===== src/rtl/csla_pipe_if.sv =====
// Streaming operand/result bundle for csla_pipe: valid/ready on both sides.
interface csla_pipe_if #(
  parameter int WIDTH = 16
);
  logic             in_valid;
  logic             in_ready;
  logic [WIDTH-1:0] A;
  logic [WIDTH-1:0] B;
  logic             Cin;
  logic             sub;
  logic             out_valid;
  logic             out_ready;
  logic [WIDTH-1:0] S;
  logic             Cout;
  logic             ovf;

  modport master (
    output in_valid, A, B, Cin, sub, out_ready,
    input  in_ready, out_valid, S, Cout, ovf
  );

  modport slave (
    input  in_valid, A, B, Cin, sub, out_ready,
    output in_ready, out_valid, S, Cout, ovf
  );
endinterface


===== src/rtl/csla_pipe.sv =====
// Pipelined carry-select adder/subtractor: each stage resolves BLOCKS_PER_STAGE
// carry-select blocks with a registered carry chain and a global stall.
module csla_pipe #(
  parameter int WIDTH            = 16,
  parameter int BLOCK            = 4,
  parameter int BLOCKS_PER_STAGE = 1
) (
  input logic         clk,
  input logic         rst_n,
  csla_pipe_if.slave  bus
);
  localparam int NUM_BLOCKS = (BLOCK > 0) ? WIDTH / BLOCK : 1;
  localparam int STAGES     = (BLOCKS_PER_STAGE > 0) ? NUM_BLOCKS / BLOCKS_PER_STAGE : 1;
  localparam int SB         = BLOCK * BLOCKS_PER_STAGE;

  if (BLOCK < 1 || BLOCKS_PER_STAGE < 1 || (WIDTH % BLOCK) != 0 ||
      (NUM_BLOCKS % BLOCKS_PER_STAGE) != 0) begin : g_param_check
    $fatal(1, "csla_pipe: WIDTH/BLOCK/BLOCKS_PER_STAGE do not tile evenly");
  end

  // Ripple chain for one block; returns {carry_out, sum}.
  function automatic logic [BLOCK:0] add_block(input logic [BLOCK-1:0] a,
                                               input logic [BLOCK-1:0] b,
                                               input logic             cin);
    logic             c;
    logic [BLOCK-1:0] s;
    c = cin;
    s = '0;
    for (int i = 0; i < BLOCK; i++) begin
      s[i] = a[i] ^ b[i] ^ c;
      c    = (a[i] & b[i]) | (c & (a[i] ^ b[i]));
    end
    return {c, s};
  endfunction

  logic w_adv;

  // One stall signal for every stage; in_ready follows out_ready combinationally.
  assign w_adv        = ~bus.out_valid | bus.out_ready;
  assign bus.in_ready = w_adv;

  for (genvar k = 0; k < STAGES; k++) begin : g_stage
    localparam int RIN = WIDTH - k * SB;

    logic [RIN-1:0]      w_a_in;
    logic [RIN-1:0]      w_b_in;
    logic                w_c_in;
    logic                w_v_in;
    logic [SB-1:0]       w_sel;
    logic                w_c_out;
    logic [(k+1)*SB-1:0] w_s_nxt;
    logic                r_v;
    logic                r_c;
    logic [(k+1)*SB-1:0] r_s;

    if (k == 0) begin : g_head
      assign w_a_in  = bus.A;
      assign w_b_in  = bus.sub ? ~bus.B : bus.B;
      assign w_c_in  = bus.Cin ^ bus.sub;
      assign w_v_in  = bus.in_valid;
      assign w_s_nxt = w_sel;
    end else begin : g_tail
      assign w_a_in  = g_stage[k-1].g_fwd.r_a;
      assign w_b_in  = g_stage[k-1].g_fwd.r_b;
      assign w_c_in  = g_stage[k-1].r_c;
      assign w_v_in  = g_stage[k-1].r_v;
      assign w_s_nxt = {w_sel, g_stage[k-1].r_s};
    end

    always_comb begin
      logic [BLOCK:0] w_r0;
      logic [BLOCK:0] w_r1;
      logic           w_c;
      // NOTE: every variable gets a value before any branch, so no latch is inferred.
      w_sel = '0;
      w_c   = w_c_in;
      for (int j = 0; j < BLOCKS_PER_STAGE; j++) begin
        w_r0 = add_block(w_a_in[j*BLOCK +: BLOCK], w_b_in[j*BLOCK +: BLOCK], 1'b0);
        w_r1 = add_block(w_a_in[j*BLOCK +: BLOCK], w_b_in[j*BLOCK +: BLOCK], 1'b1);
        w_sel[j*BLOCK +: BLOCK] = w_c ? w_r1[BLOCK-1:0] : w_r0[BLOCK-1:0];
        w_c = w_c ? w_r1[BLOCK] : w_r0[BLOCK];
      end
      w_c_out = w_c;
    end

    // NOTE: data registers are reset too, so S/Cout/ovf read 0 straight out of reset.
    always_ff @(posedge clk or negedge rst_n) begin
      if (!rst_n) begin
        r_v <= 1'b0;
        r_c <= 1'b0;
        r_s <= '0;
      end else if (w_adv) begin
        // NOTE: non-blocking so every stage samples its neighbour's pre-edge value.
        r_v <= w_v_in;
        r_c <= w_c_out;
        r_s <= w_s_nxt;
      end
    end

    // Unresolved upper operand bits ride along with the token.
    if (RIN > SB) begin : g_fwd
      logic [RIN-SB-1:0] r_a;
      logic [RIN-SB-1:0] r_b;
      always_ff @(posedge clk or negedge rst_n) begin
        if (!rst_n) begin
          r_a <= '0;
          r_b <= '0;
        end else if (w_adv) begin
          r_a <= w_a_in[RIN-1:SB];
          r_b <= w_b_in[RIN-1:SB];
        end
      end
    end

    // Carry into the MSB is a ^ b' ^ s at that bit; overflow is it XOR Cout.
    if (k == STAGES - 1) begin : g_out
      logic r_ovf;
      always_ff @(posedge clk or negedge rst_n) begin
        if (!rst_n) begin
          r_ovf <= 1'b0;
        end else if (w_adv) begin
          r_ovf <= w_a_in[SB-1] ^ w_b_in[SB-1] ^ w_sel[SB-1] ^ w_c_out;
        end
      end
    end
  end

  assign bus.out_valid = g_stage[STAGES-1].r_v;
  assign bus.S         = g_stage[STAGES-1].r_s;
  assign bus.Cout      = g_stage[STAGES-1].r_c;
  assign bus.ovf       = g_stage[STAGES-1].g_out.r_ovf;
endmodule

===== src/flat_wrapper.sv =====
// flat-port wrapper written by rule: the top's interface ports become plain ports
module csla_pipe_flat 
#(
  parameter int WIDTH            = 16,
  parameter int BLOCK            = 4,
  parameter int BLOCKS_PER_STAGE = 1
)
  (clk, rst_n, bus_in_valid, bus_A, bus_B, bus_Cin, bus_sub, bus_out_ready, bus_in_ready, bus_out_valid, bus_S, bus_Cout, bus_ovf);
  csla_pipe_if #(.WIDTH(WIDTH)) bus_i ();
  input logic clk;
  input logic rst_n;
  input wire logic [$bits(bus_i.in_valid)-1:0] bus_in_valid;
  input wire logic [$bits(bus_i.A)-1:0] bus_A;
  input wire logic [$bits(bus_i.B)-1:0] bus_B;
  input wire logic [$bits(bus_i.Cin)-1:0] bus_Cin;
  input wire logic [$bits(bus_i.sub)-1:0] bus_sub;
  input wire logic [$bits(bus_i.out_ready)-1:0] bus_out_ready;
  output wire logic [$bits(bus_i.in_ready)-1:0] bus_in_ready;
  output wire logic [$bits(bus_i.out_valid)-1:0] bus_out_valid;
  output wire logic [$bits(bus_i.S)-1:0] bus_S;
  output wire logic [$bits(bus_i.Cout)-1:0] bus_Cout;
  output wire logic [$bits(bus_i.ovf)-1:0] bus_ovf;
  assign bus_i.in_valid = bus_in_valid;
  assign bus_i.A = bus_A;
  assign bus_i.B = bus_B;
  assign bus_i.Cin = bus_Cin;
  assign bus_i.sub = bus_sub;
  assign bus_i.out_ready = bus_out_ready;
  assign bus_in_ready = bus_i.in_ready;
  assign bus_out_valid = bus_i.out_valid;
  assign bus_S = bus_i.S;
  assign bus_Cout = bus_i.Cout;
  assign bus_ovf = bus_i.ovf;
  csla_pipe #(.WIDTH(WIDTH), .BLOCK(BLOCK), .BLOCKS_PER_STAGE(BLOCKS_PER_STAGE)) u_core (.clk(clk), .rst_n(rst_n), .bus(bus_i));
endmodule

===== config.mk =====
export PLATFORM = sky130hd
export DESIGN_NAME = csla_pipe_flat
export DESIGN_NICKNAME = d
export VERILOG_FILES = /design/src/rtl/csla_pipe_if.sv /design/src/rtl/csla_pipe.sv /design/src/flat_wrapper.sv
export SDC_FILE = /design/constraint.sdc
export NUM_CORES = 1
export LEC_CHECK = 0
export BUFFER_PORTS_ARGS = -buffer_cell sky130_fd_sc_hd__buf_2
export CELL_PAD_IN_SITES_DETAIL_PLACEMENT = 0
export CELL_PAD_IN_SITES_GLOBAL_PLACEMENT = 2
export CORE_MARGIN = 4
export CORE_UTILIZATION = 37
export DETAILED_ROUTE_END_ITERATION = 16
export PLACE_DENSITY_LB_ADDON = 0.1
export SLEW_MARGIN = 20
export SYNTH_ARGS = -nofsm -noshare
export SYNTH_HDL_FRONTEND = slang
export SYNTH_SLANG_ARGS = --single-unit
export TNS_END_PERCENT = 50

===== constraint.sdc =====
create_clock -name clk -period 2.4 [get_ports clk]
set_input_delay 0.12 -clock clk [delete_from_list [all_inputs] [get_ports clk]]
set_output_delay 0.12 -clock clk [all_outputs]
set_load 0.03 [all_outputs]

# After elaboration in Yosys (flattened, before gate mapping)
# Cells that the tools add are included.
# Widths: inputs -> output; s select.
# word_totals
regBits	97
in_bits	38
out_inout_bits	20
wordCells	146
# op_classes
muxes	9
n_bitwise	118
# ops
cell	n
$xor 1x1->1	43
$and 1x1->1	40
$or 1x1->1	29
$mux 16	1
$mux 4	4
$not 16->16	1
$not 1->1	5
$mux 1	4

# Logic depth before layout (Yosys ltp)
# logic_depth
word_depth	11
ltp_mapped	12
depth_no_buf	10

# Worst setup path after synthesis
# No wires, ideal clock.
# synth_path
path_kind	input to register
start	in bus_sub
end	reg u_core.g_stage[0].r_s[3]
setup_ns	0.125
arrival_ns	2.570
required_ns	2.275
path_slack_ns	-0.295
path_stages	12
path_buffers	2
path_cell_list	buf_2 -> buf_2 -> xor2_1 -> inv_1 -> ha_1 -> inv_1 -> mux2i_1 -> fa_1 -> fa_1 -> inv_1 -> fa_1 -> mux2_2
# synth_between
elab_chain_cells	9
word_cells_on_any_way	21
classes_between	2 x mux; 19 x bitwise
# synth_lines
item	line	text
start, declared	flat_wrapper.sv:16	input wire logic [$bits(bus_i.sub)-1:0] bus_sub;
$mux 16	csla_pipe.sv:58	assign w_b_in = bus.sub ? ~bus.B : bus.B;
$and 1x1->1 / $xor 1x1->1 (equally long branches)	csla_pipe.sv:31	c = (a[i] & b[i]) | (c & (a[i] ^ b[i]));
$or 1x1->1	csla_pipe.sv:31	
$and 1x1->1	csla_pipe.sv:31	
$or 1x1->1	csla_pipe.sv:31	
$and 1x1->1	csla_pipe.sv:31	
$or 1x1->1	csla_pipe.sv:31	
$xor 1x1->1	csla_pipe.sv:30	s[i] = a[i] ^ b[i] ^ c;
$mux 4 *	csla_pipe.sv:80	w_sel[j*BLOCK +: BLOCK] = w_c ? w_r1[BLOCK-1:0] : w_r0[BLOCK-1:0];
named net u_core.g_stage[0].w_s_nxt[3]	csla_pipe.sv:51	logic [(k+1)*SB-1:0] w_s_nxt;
end signal, assigned	csla_pipe.sv:96	r_s <= w_s_nxt;
end, declared	csla_pipe.sv:54	logic [(k+1)*SB-1:0] r_s;
# The timed path passes the listed nets; every way through them passes the cells marked *.
# A chain may end at the register's enable or synchronous reset.

# Final worst setup path
# layout_path
start	reg u_core.g_stage[2].g_fwd.r_b[0]
end	reg u_core.g_stage[3].g_out.r_ovf, in the netlist u_core.bus.ovf
# layout_between
elab_chain_cells	10
word_cells_on_any_way	21
classes_between	2 x mux; 19 x bitwise
# layout_lines
item	line	text
start, declared	csla_pipe.sv:103	logic [RIN-SB-1:0] r_b;
start signal, assigned	csla_pipe.sv:110	r_b <= w_b_in[RIN-1:SB];
$and 1x1->1 / $xor 1x1->1 (equally long branches)	csla_pipe.sv:31	
$or 1x1->1	csla_pipe.sv:31	
$and 1x1->1	csla_pipe.sv:31	
$or 1x1->1	csla_pipe.sv:31	
$and 1x1->1	csla_pipe.sv:31	
$or 1x1->1	csla_pipe.sv:31	
$xor 1x1->1 / $and 1x1->1 (equally long branches)	csla_pipe.sv:30, csla_pipe.sv:31	
$mux 4 / $or 1x1->1 (equally long branches)	csla_pipe.sv:80, csla_pipe.sv:31	
$xor 1x1->1 / $mux 1 (equally long branches)	csla_pipe.sv:122, csla_pipe.sv:81	
$xor 1x1->1 *	csla_pipe.sv:122	r_ovf <= w_a_in[SB-1] ^ w_b_in[SB-1] ^ w_sel[SB-1] ^ w_c_out;
end signal, assigned	csla_pipe.sv:122	
end, declared	csla_pipe.sv:117	logic r_ovf;
# Every way passes the cells marked *; elsewhere a longest branch is shown, timed or not.

==> out/metrics.cfg <==
[outcome]
status = finished with violations
violations = setup timing

[run]
max_cap_viol_count = 0

[route]
drtIter0Drc = 106
wl_um = 7420
routed_via_density = 4.62
remaining_drc_errors = 0
wl_per_cell_um = 14.5
dr.pass1.iters = 4
ant_nets = 0
vias = 2366

[clock_network]
clk_latency_ns = 0.35
cts_setup_buffers = 0
cts_tree = built
clockBufferDepth = 2
root_buffer = clkbuf_16
cts_sinks = 97
numCtsBuffers = 9
h-tree-depth = 3
clk_pin_slew_ns = 0.06

[global_route]
antenna_found_initial = 0
grt_pass1_wl_um = 12300
grt_max_degree = 98
grt.overflow.total = 0
track_usage = 0.120
grt_pass1_vias = 2383

[critical_path]
cp.required_ns = 2.63
worst_ep_arrival_time_ns = 2.67
endpoint_kind = flip-flop
worstSetupStartpointType = flip-flop
critPathMaxFanout = 3
worstSetupPathType = flip-flop to flip-flop

[yosys]
yosysSeqAreaShare = 0.555
ys_ff_latch = 97
netlist_instances = 292
synth.avg_cell_area_um2 = 15.0
synth_fp_nets = 351
ys_warn_count = 0
syn_area_um2 = 4370
synth_cell_type_count = 16

[floorplan]
die_h_um = 117
rows = 39
die_width_um = 117
core_area_um2 = 11500
start_util = 0.380
ios = 58
dieArea_um2 = 13600

[sta]
relSlewSlack = 0.629
clock.fmax_ghz = 0.409
fin_crit_ns = 2.44
slew_violations = 0
hold_viol = 0
skew_ns = 0.00513
setup_ws_ns = -0.0430
rsz0062_at_grt = yes
setup_viol = 1
holdWs_ns = 0.0138
tightestPinTransition_ns = 0.556
fin_crit_sh = 1.02

[layout]
fillers = 1070
insertedDiodeCount = 0
drive_gt1_frac = 0.455
area_growth_pct = 19.9
layout.nets = 424

[placement]
dpl.hpwl_um = 4840
port_buffers = 57
place.gp.congestion = 0.652

[min_path]
min_path_type = primary input to flip-flop

[power]
powerDensity_nw_per_um2 = 1310
p_total_mw = 6.85
leakagePower_nw = 2.41
ir_worst_vdd_v = 0.000492

-- repair_timing --
item                       CTS  global route
hold buffers                12             0
hold endpoints to repair   108             0
resized for setup            3             0
setup endpoints to repair    1             1
-- report_power, final --
part	switching, mW	internal (mW)	total (mW)
logic	1.22	1.46	2.68
registers	0.414	2.38	2.80
clock network	0.593	0.780	1.37
total	2.23	4.62	6.85
-- cells in the mapped netlist --
cell / n / area [um2]
dfrtp_1: 97 / 2430
mux2_2: 79 / 890
inv_1: 27 / 101
xor2_1: 15 / 131
fa_1: 12 / 240
a21oi_1: 9 / 45.0
buf_2: 9 / 45.0
ha_1: 9 / 113
nor3b_1: 9 / 67.6
mux2i_1: 7 / 70.1
buf_6: 5 / 56.3
mux2_4: 5 / 75.1
xnor2_1: 5 / 43.8
xor3_1: 2 / 47.6
nand2b_1: 1 / 6.26
nand2b_4: 1 / 13.8
-- kinds of logic (layout without fill, tap and decap cells) --
group	count (synthesis)	count (layout)	synth area share
fa+ha+maj	21	21	0.0807
compound gates	9	9	0.0103
buf+inv	41	118	0.0464
xor+xnor	22	22	0.0509
flops	97	97	0.555
mux	91	91	0.237
simple gates	11	11	0.0200
-- final cells by class --
| class | count | area [um2] | area share |
|---|---|---|---|
| clock buffers | 13 | 270 | 0.0516 |
| clock inverters | 2 | 12.5 | 0.00239 |
| inverters | 27 | 101 | 0.0193 |
| multi-input cells | 154 | 1750 | 0.334 |
| flip-flops and latches | 97 | 2430 | 0.463 |
| well taps | 143 | 179 | 0.0341 |
| repair buffers | 76 | 498 | 0.0950 |
-- cells in the final DEF (no fill, tap or decap), drive strengths merged --
cell type and count:
clkbuf 13, fa 12, mux2i 7, xor2 15
clkinv 1, xnor2 5, dfrtp 97, mux2 84
clkinvlp 1, dlygate4sd3 12, nand2b 2, nor3b 9
xor3 2, buf 64, inv 27, ha 9
a21oi 9
-- critical path, stage by stage, from the launching register on --
cell     delay, ns
dfrtp_1       0.40
ha_2          0.18
inv_1         0.04
mux2i_1       0.07
fa_2          0.35
fa_2          0.34
inv_2         0.06
fa_1          0.43
xor3_1        0.20
mux2_4        0.26
-- registers in the layout, summed over array words and instances (netlist names) --
register	flops
u_core.bus.ovf	1
u_core.bus.S	16
u_core.bus.out_valid	1
u_core.g_stage.r_v	3
u_core.g_stage.g_fwd.r_a	24
u_core.g_stage.g_fwd.r_b	24
u_core.g_stage.r_s	24
u_core.g_stage.r_c	3
u_core.bus.Cout	1
-- metal layers --
layer | routed length [um] | GRT usage
met1 | 3700 | 0.165
met2 | 3290 | 0.172
met3 | 273 | 0.0363
met4 | 160 | 0.0596
met5 | 0 | 0
-- final timing paths --
| path | from | to | slack, ns | depth (start not counted) |
|---|---|---|---|---|
| worst max-delay path | u_core.g_stage[2].g_fwd.r_b[0]$_DFFE_PN0P_ | u_core.bus.ovf$_DFFE_PN0P_ | -0.04 | 9 |
| worst min-delay path | bus_A[9] | u_core.g_stage[0].g_fwd.r_a[5]$_DFFE_PN0P_ | 0.01 | 2 |
| worst max register to register | u_core.g_stage[2].g_fwd.r_b[0]$_DFFE_PN0P_ | u_core.bus.ovf$_DFFE_PN0P_ | -0.04 | 9 |
| worst min register to register | u_core.g_stage[2].r_v$_DFFE_PN0P_ | u_core.bus.out_valid$_DFFE_PN0P_ | 0.45 | 1 |
| max in group asynchronous | rst_n | u_core.bus.S[8]$_DFFE_PN0P_ | 1.59 | 3 |
| min in group asynchronous | rst_n | u_core.g_stage[2].r_s[3]$_DFFE_PN0P_ | 0.36 | 3 |
-- through the flow --
step                 util  worst slack (ns)  cells  area (um2)  setup TNS [ns]
detailed placement  0.420            -0.134    485        4830          -0.155
global placement    0.420           -0.0651    485        4830         -0.0651
CTS                 0.455           -0.0650    512        5240         -0.0650
floorplan               -           -0.0163    292        4400         -0.0191
finish              0.455           -0.0430    512        5240         -0.0430
global route        0.455            -0.127    512        5240          -0.127
No activity file was read; power rests on OpenSTA's default activity.
